[src/rtl/image_pkg.sv]
// Shared constants and types for the image memory, its sequencer and the layer-1 controller.
package image_pkg;
   localparam int NUM_PIX = 784;
   localparam int ADDR_W  = 16;
   localparam int DATA_W  = 32;
   localparam int FIFO_W  = DATA_W + ADDR_W + 1;

   localparam logic [ADDR_W-1:0] LAST_IDX = ADDR_W'(NUM_PIX - 1);

   typedef enum logic [2:0] {IDLE, CLEAR, LOAD, STREAM, DRAIN, DONE} seq_state_t;

   typedef struct packed {
      logic              last;
      logic [ADDR_W-1:0] index;
      logic [DATA_W-1:0] data;
   } pix_word_t;
endpackage

[src/rtl/image_stream_sequencer_if.sv]
// Pixel stream valid/ready bus between the sequencer (master) and the layer-1 MAC engine (slave).
interface image_stream_sequencer_if
   import image_pkg::*;
   ();
   logic              pix_valid;
   logic              pix_ready;
   logic [DATA_W-1:0] pix_data;
   logic [ADDR_W-1:0] pix_index;
   logic              pix_last;

   modport master (output pix_valid, pix_data, pix_index, pix_last, input pix_ready);
   modport slave  (input pix_valid, pix_data, pix_index, pix_last, output pix_ready);
endinterface

[src/rtl/image_stream_sequencer_skid_fifo.sv]
// Two-entry skid FIFO; entry e0 is always the head, so the stream outputs come straight from a register.
module stream_skid_fifo #(
   parameter int W = 49
) (
   input  logic         clk,
   input  logic         reset,
   input  logic         flush,
   input  logic         push,
   input  logic         pop,
   input  logic [W-1:0] wdata,
   output logic [W-1:0] rdata,
   output logic [1:0]   count
);
   logic [W-1:0] e0, e1;

   assign rdata = e0;

   always_ff @(posedge clk or posedge reset) begin
      if (reset) begin
         e0    <= '0;
         e1    <= '0;
         count <= '0;
      end else if (flush) begin
         count <= '0;
      end else begin
         case ({push, pop})
            2'b10: begin
               if (count == 2'd0) e0 <= wdata;
               else               e1 <= wdata;
               count <= count + 2'd1;
            end
            2'b01: begin
               e0    <= e1;
               count <= count - 2'd1;
            end
            2'b11: begin
               // simultaneous push/pop: occupancy unchanged, new word lands behind the survivor
               if (count == 2'd1) e0 <= wdata;
               else begin
                  e0 <= e1;
                  e1 <= wdata;
               end
            end
            default: ;
         endcase
      end
   end
endmodule

[src/rtl/image_stream_sequencer.sv]
// Captures a frame, clears and loads the image memory, then streams its words to layer 1.
// Optional IMG_SEQ_ONES_COUNT_EN adds a count of accepted non-zero words.
module image_stream_sequencer
   import image_pkg::*;
(
   input  logic                  clk,
   input  logic                  reset,
   input  logic                  start,
   input  logic                  abort,
   input  logic [NUM_PIX-1:0]    frame_in,
   output logic                  mem_reset,
   output logic                  mem_init,
   output logic [NUM_PIX-1:0]    mem_pixels,
   output logic [ADDR_W-1:0]     mem_addr,
   input  logic [DATA_W-1:0]     mem_rdata,
   image_stream_sequencer_if.master pix,
   output logic                  busy,
   output logic                  done
`ifdef IMG_SEQ_ONES_COUNT_EN
   ,
   output logic [ADDR_W-1:0]     ones_count
`endif
);
   seq_state_t        state;
   logic [ADDR_W-1:0] issue_cnt, addr_q, infl_idx;
   logic              infl;
   logic [1:0]        fcount;
   logic [2:0]        occ;
   logic              issue, pop;
   pix_word_t         push_word, head;
   logic [FIFO_W-1:0] head_bits;

   assign head = pix_word_t'(head_bits);
   assign pix.pix_valid = (fcount != 2'd0);
   assign pix.pix_data  = head.data;
   assign pix.pix_index = head.index;
   assign pix.pix_last  = head.last;

   assign pop = pix.pix_valid && pix.pix_ready;
   assign occ = {1'b0, fcount} + {2'b0, infl};
   // a word leaving this cycle frees its slot, which keeps the read pipe full at ready=1
   assign issue = (state == STREAM) && !abort && ((occ < 3'd2) || pop);
   assign mem_addr = issue ? issue_cnt : addr_q;

   assign push_word = '{last: (infl_idx == LAST_IDX), index: infl_idx, data: mem_rdata};

   stream_skid_fifo #(.W(FIFO_W)) u_fifo (
      .clk   (clk),
      .reset (reset),
      .flush (abort),
      .push  (infl),
      .pop   (pop),
      .wdata (push_word),
      .rdata (head_bits),
      .count (fcount)
   );

   always_ff @(posedge clk or posedge reset) begin
      if (reset) begin
         state      <= IDLE;
         mem_reset  <= 1'b0;
         mem_init   <= 1'b0;
         mem_pixels <= '0;
         busy       <= 1'b0;
         done       <= 1'b0;
         issue_cnt  <= '0;
         addr_q     <= '0;
         infl       <= 1'b0;
         infl_idx   <= '0;
      end else begin
         mem_reset <= 1'b0;
         mem_init  <= 1'b0;
         done      <= 1'b0;
         infl      <= issue;
         if (issue) begin
            infl_idx  <= issue_cnt;
            addr_q    <= issue_cnt;
            issue_cnt <= issue_cnt + 1'b1;
         end
         if (abort) begin
            state     <= IDLE;
            busy      <= 1'b0;
            issue_cnt <= '0;
            addr_q    <= '0;
            infl      <= 1'b0;
            infl_idx  <= '0;
         end else begin
            case (state)
               IDLE: if (start) begin
                  state      <= CLEAR;
                  mem_reset  <= 1'b1;
                  busy       <= 1'b1;
                  mem_pixels <= frame_in;
                  issue_cnt  <= '0;
               end
               CLEAR: begin
                  state    <= LOAD;
                  mem_init <= 1'b1;
               end
               LOAD:   state <= STREAM;
               STREAM: if (issue && issue_cnt == LAST_IDX) state <= DRAIN;
               DRAIN: if (pop && head.last) begin
                  state <= DONE;
                  done  <= 1'b1;
               end
               DONE: begin
                  state <= IDLE;
                  busy  <= 1'b0;
               end
               default: begin
                  state <= IDLE;
                  busy  <= 1'b0;
               end
            endcase
         end
      end
   end

`ifdef IMG_SEQ_ONES_COUNT_EN
   always_ff @(posedge clk or posedge reset) begin
      if (reset)                                    ones_count <= '0;
      else if (state == IDLE && start && !abort)    ones_count <= '0;
      else if (pop && head.data != '0)              ones_count <= ones_count + 1'b1;
   end
`endif
endmodule

[src/flat_wrapper.sv]
// flat-port wrapper written by rule: the top's interface ports become plain ports
module image_stream_sequencer_flat import image_pkg::*;
  (clk, reset, start, abort, frame_in, mem_reset, mem_init, mem_pixels, mem_addr, mem_rdata, busy, done, pix_pix_valid, pix_pix_data, pix_pix_index, pix_pix_last, pix_pix_ready);
  image_stream_sequencer_if pix_i ();
  input  logic clk;
  input  logic reset;
  input  logic start;
  input  logic abort;
  input  logic [NUM_PIX-1:0] frame_in;
  output logic mem_reset;
  output logic mem_init;
  output logic [NUM_PIX-1:0] mem_pixels;
  output logic [ADDR_W-1:0] mem_addr;
  input  logic [DATA_W-1:0] mem_rdata;
  output logic busy;
  output logic done;
  output wire logic [$bits(pix_i.pix_valid)-1:0] pix_pix_valid;
  output wire logic [$bits(pix_i.pix_data)-1:0] pix_pix_data;
  output wire logic [$bits(pix_i.pix_index)-1:0] pix_pix_index;
  output wire logic [$bits(pix_i.pix_last)-1:0] pix_pix_last;
  input wire logic [$bits(pix_i.pix_ready)-1:0] pix_pix_ready;
  assign pix_pix_valid = pix_i.pix_valid;
  assign pix_pix_data = pix_i.pix_data;
  assign pix_pix_index = pix_i.pix_index;
  assign pix_pix_last = pix_i.pix_last;
  assign pix_i.pix_ready = pix_pix_ready;
  image_stream_sequencer u_core (.clk(clk), .reset(reset), .start(start), .abort(abort), .frame_in(frame_in), .mem_reset(mem_reset), .mem_init(mem_init), .mem_pixels(mem_pixels), .mem_addr(mem_addr), .mem_rdata(mem_rdata), .pix(pix_i), .busy(busy), .done(done));
endmodule
[config.mk]
export PLATFORM = sky130hd
export DESIGN_NAME = image_stream_sequencer_flat
export DESIGN_NICKNAME = d
export VERILOG_FILES = /design/src/rtl/image_pkg.sv /design/src/rtl/image_stream_sequencer_if.sv /design/src/rtl/image_stream_sequencer_skid_fifo.sv /design/src/rtl/image_stream_sequencer.sv /design/src/flat_wrapper.sv
export SDC_FILE = /design/constraint.sdc
export NUM_CORES = 2
export LEC_CHECK = 0
export CORE_AREA = 5 5 643 645
export DETAILED_ROUTE_END_ITERATION = 8
export DIE_AREA = 0 0 648 650
export GPL_TIMING_DRIVEN = 0
export SYNTH_ARGS = -nofsm -noshare
export SYNTH_HDL_FRONTEND = slang
export SYNTH_SLANG_ARGS = --single-unit
export TNS_END_PERCENT = 30
[constraint.sdc]
create_clock -name clk -period 38.5 [get_ports clk]
set_input_delay 9.625 -clock clk [delete_from_list [all_inputs] [get_ports clk]]
set_output_delay 9.625 -clock clk [all_outputs]
set_load 0.01 [all_outputs]
Word-level counts from Yosys, hierarchy flattened

Cells that the tools add are included.
W data, S select, Z words.

Register bits: 940
Output and inout bits: 854
Word-level logic and storage cells: 89

Add/sub/neg operators: 4
Magnitude comparators: 1
Equal/unequal tests: 17
Multiplexer cells: 33
Bitwise operators: 1
Reductions and logical operators: 20

Operators by type and width:

| cell                    | count |
|---|---|
| $mux W49                | 4 |
| $pmux W49 S3            | 1 |
| $mux W16                | 8 |
| $pmux W49 S2            | 1 |
| $eq A16 B10 Y1 const B  | 2 |
| $add A16 B1 Y16 const B | 1 |
| $pmux W3 S5             | 1 |
| $mux W3                 | 4 |
| $mux W1                 | 11 |
| $reduce_and A3 Y1       | 3 |
| $eq A3 B2 Y1 const B    | 2 |
| $ne A2 B2 Y1 const B    | 3 |
| $ne A3 B3 Y1 const B    | 2 |
| $reduce_bool A2 Y1      | 3 |
| $reduce_bool A3 Y1      | 2 |
| $logic_and A1 B1 Y1     | 5 |
| $eq A2 B1 Y1 const B    | 2 |
| $eq A2 B2 Y1 const B    | 2 |
| $pmux W2 S2             | 1 |
| $reduce_and A4 Y1       | 1 |
| $reduce_or A4 Y1        | 1 |
| $add A2 B1 Y3           | 1 |
| $eq A3 B1 Y1 const B    | 1 |
| $eq A3 B3 Y1 const B    | 1 |
| other kinds (13)        | 13 |

Longest topological paths before layout

Depth in word-level cells: 8
Mapped depth: 10
Gate-level depth less buffers: 7

Modules after synthesis

Synthesis repeated with hierarchy kept, for this count alone.

Cell total of the unflattened synthesis: 2169
Area, all modules: 35999.5 um^2

Modules (own cells, without submodules):

| module                 | times used | cells each | area each (um^2) |
|---|---|---|---|
| image_stream_sequencer | 1          | 1887       | 31515.2 |
| stream_skid_fifo       | 1          | 282        | 4484.3 |

Worst setup path before layout

Ideal clock, no wire load.

Path kind: input-to-output
Start point: in abort
End point: out mem_addr[4]
Data arrival time: 10803 ps
Required time: 28875 ps
Setup slack: 18072 ps
Stages on the path: 8
Path buffers: 3
Path through: buf_2 -> and4bb_4 -> o21ai_2 -> buf_6 -> inv_2 -> buf_2 -> nand2_1 -> nand2_1

Longest elaborated chain between the ends: 4

RTL lines:

| what                             | line                         | source |
|---|---|---|
| start, declared                  | flat_wrapper.sv:8            | `input logic abort;` |
| $logic_not A1 Y1                 | image_stream_sequencer.sv:42 | `assign issue = (state == STREAM) && !abort && ((occ < 3'd2) \|\| pop);` |
| $logic_and A1 B1 Y1 (2 in a row) | image_stream_sequencer.sv:42 |  |
| $mux W16                         | image_stream_sequencer.sv:43 | `assign mem_addr = issue ? issue_cnt : addr_q;` |
| end, declared                    | flat_wrapper.sv:13           | `output logic [ADDR_W-1:0] mem_addr;` |

No other way between the ends.

Worst setup path in the final report

Start point: in pix_pix_ready
End point: out mem_addr[7]

Longest elaborated chain between the ends: 4

RTL lines:

| what                | line                         | source |
|---|---|---|
| start, declared     | flat_wrapper.sv:21           | `input wire logic [$bits(pix_i.pix_ready)-1:0] pix_pix_ready;` |
| $logic_and A1 B1 Y1 | image_stream_sequencer.sv:39 | `assign pop = pix.pix_valid && pix.pix_ready;` |
| $logic_or A1 B1 Y1  | image_stream_sequencer.sv:42 |  |
| $logic_and A1 B1 Y1 | image_stream_sequencer.sv:42 |  |
| $mux W16            | image_stream_sequencer.sv:43 |  |

No other way between the ends.

==> impl_metrics.tcl <==
set metrics [dict create \
    intPower_mw 2.551 \
    die_area_mm2 0.4212 \
    period_needed_ns 21.87 \
    clock_skew_ns 0.04719 \
    worst_pin_slew_ns 1.121 \
    grt_pass1_wl_um 446900 \
    synth_top_family_by_area "multiplexers" \
    synth_ff_type "dfrtp_1" \
    cts.path.max_buffers 4 \
    status "completed" \
    hold_class "reg2reg" \
    p_seq_share_pct 34.3 \
    pin_count 1675 \
    synth-compound-area-share_pct 1.866 \
    clkSinkCount 940 \
    min_from "u_core.u_fifo.e1[48]" \
    worst-endpoint-arrival_ns 12.25 \
    maxSlewHeadroom_pct 25.24 \
    vias 29100 \
    die_h_um 650 \
    start_util_pct 8.772 \
    crit_type "in2out" \
    async_flop_share_pct 100.0 \
    synth_xor_area_share_pct 0.1470 \
    drc 0 \
    synth_edf_count 0 \
    syn_avg_cell_area_um2 15.38 \
    drtIter0Drc 1672 \
    grt_overflow 0 \
    ys_types 44 \
    final_antenna_net_count 0 \
    required_ns 28.88 \
    drive_above_1_share_pct 27.13 \
    p_leak_nw 24.46 \
    grt_max_degree 121 \
    fp-row-count 235 \
    postRouteWirelength_um 380200 \
    syn_area_mm2 0.03575 \
    rsz0062_at_grt "no" \
    htree_levels 3 \
    layout.nets 4956 \
    holdWs_ns 0.4842 \
    ir_drop_v 0.00004303 \
    synth.area.mux_share_pct 26.24 \
    firstDrtPassIters 5 \
    drv_slew 0 \
    grt_pass1_vias 29130 \
    power.switching_mw 1.489 \
    clkSlewWorstSetupHoldPaths_ns 0.06 \
    area_delta_synth_final_pct 78.47 \
    synth-simple-area-share_pct 3.539 \
    cp_max_fo 10 \
    syn-num-nets 3149 \
    die_w_um 648 \
    wl_met3_um 55800 \
    cts.repair.resized 0 \
    cap_violations 0 \
    layout_commonest_cell "clkdlybuf4s50_1" \
    setup_viol 0 \
    cp-start-kind "input pin" \
    post_cts_buffers 0 \
    clkPwrFrac_pct 29.7 \
    clk_latency_ns 0.89 \
    met1Wirelength_um 124300 \
    grt_use_total_pct 17.41 \
    root_buffer "clkbuf_16" \
    combPwrFrac_pct 36.0 \
    wl_met2_um 190600 \
    holdBufCountCts 0 \
    placed_area_mm2 0.05957 \
    p_sw_share_pct 36.85 \
    end_kind "output pin" \
    core_mm2 0.4075 \
    netlist_instances 2325 \
    layout_common_cells "clkdlybuf4s50_1 (1673), dfrtp_1 (940), mux2_2 (833)" \
    max_freq_mhz 45.72 \
    tritoncts "done" \
    gp_congestion 0.8802 \
    fin_total_pwr_mw 4.039 \
    yosys_warnings 0 \
    hold_violations 0 \
    synthAdderAreaFrac_pct 0.1050 \
    yosysSeqAreaShare_pct 65.80 \
    dp_hpwl_um 341700 \
    wl_per_cell_um 39.04 \
    final_area_mm2 0.06380 \
    r2r_start "u_core.state[1]" \
    portBuffers 1673 \
    viasPerCell 2.988 \
    highest-signal-layer "met5" \
    grt_antenna_before_repair 363 \
    power.density_mw_per_mm2 63.31 \
    fin_crit_sh_pct 56.81 \
    ys_seq_elements 940 \
    fin_tns_setup_ns 0 \
    cts_buffers 123 \
    cp-startpoint "pix_pix_ready" \
]
[power by group through the flow]
stage | logic [mW] | registers [mW] | clock network, mW
final | 1.46 | 1.38 | 1.20
after global routing | 1.55 | 1.41 | 1.28
after CTS | 1.51 | 1.39 | 1.25
after detailed placement | 1.50 | 1.40 | 0
after global placement | 1.50 | 1.40 | 0
after floorplan | 0.274 | 1.46 | 0
[area by class of cell]
class / count / area [um2]
buffer: 129 / 790.8
clock inverter: 50 / 581.8
multi-input combinational: 1247 / 11400
fill: 45200 / 343700
sequential: 940 / 23520
timing repair buffer: 1682 / 16990
clock buffer: 174 / 3511
tap: 5451 / 6820
antenna: 55 / 137.6
inverter: 9 / 41.29
[final timing paths]
check,endpoint,slack [ns],cells after the start
max,mem_addr[7],16.63,10
min,u_core.u_fifo.e1[48],0.48,2
max reg2reg,u_core.mem_pixels[103],34.91,7
min reg2reg,u_core.u_fifo.e1[48],0.48,2
max in group asynchronous,u_core.mem_pixels[479],26.97,5
min in group asynchronous,u_core.u_fifo.rdata[30],9.33,2
[per-stage QoR]
stage | instances | worst slack (ns) | utilization (%)
floorplan | 2325 | 2.440 | -
global placement | 9449 | -13.37 | 14.55
detailed placement | 9458 | 16.66 | 14.62
finish | 9737 | 16.63 | 15.66
global route | 9696 | 16.48 | 15.63
CTS | 9682 | 16.65 | 15.62
[worst max-delay path, stage by stage]
cell and delay (ns):
clkdlybuf4s50_1 0.51, nor2b_1 0.14, buf_2 0.25, o21ai_2 0.10
buf_6 0.15, inv_2 0.16, buf_2 0.25, nand2_1 0.17
nand2_1 0.12, clkdlybuf4s50_1 0.76
[synth_stat cells (all sizes together), types with 3 or more instances]
cell type | number | area share (%)
a21oi | 35 | 0.50
o31ai | 5 | 0.11
nor2 | 57 | 0.60
or3 | 5 | 0.088
mux2 | 833 | 26
xnor2 | 4 | 0.098
or4 | 5 | 0.11
nand2b | 3 | 0.053
nand2 | 177 | 1.9
nand4 | 4 | 0.070
clkbuf | 25 | 0.26
o21ai | 10 | 0.15
dfrtp | 940 | 66
a31oi | 50 | 0.88
nor4 | 6 | 0.11
nand3 | 22 | 0.31
inv | 8 | 0.084
ha | 3 | 0.11
and3 | 5 | 0.088
buf | 104 | 1.9
[state kept, by name (all words and copies together) (netlist names)]
register             flops
u_core.issue_cnt        16
u_core.mem_pixels      784
u_core.mem_reset         1
u_core.u_fifo.rdata     49
u_core.u_fifo.e1        49
u_core.mem_init          1
u_core.u_fifo.count      2
u_core.infl              1
u_core.busy              1
u_core.state             3
u_core.infl_idx         16
u_core.done              1
u_core.addr_q           16
[logic make-up after synthesis]
group / Yosys count
compound gates: 110
xor+xnor: 6
fa+ha+maj: 3
buf+inv: 138
flops: 940
mux: 833
simple gates: 295
[routing by layer]
layer	vias to the layer above	global-route usage, %
met1	14540	16.99
met4	26	2.637
met2	1853	31.27
met5	-	0
met3	786	11.17
li1	11890	-
Power figures use the tool's default switching activity.
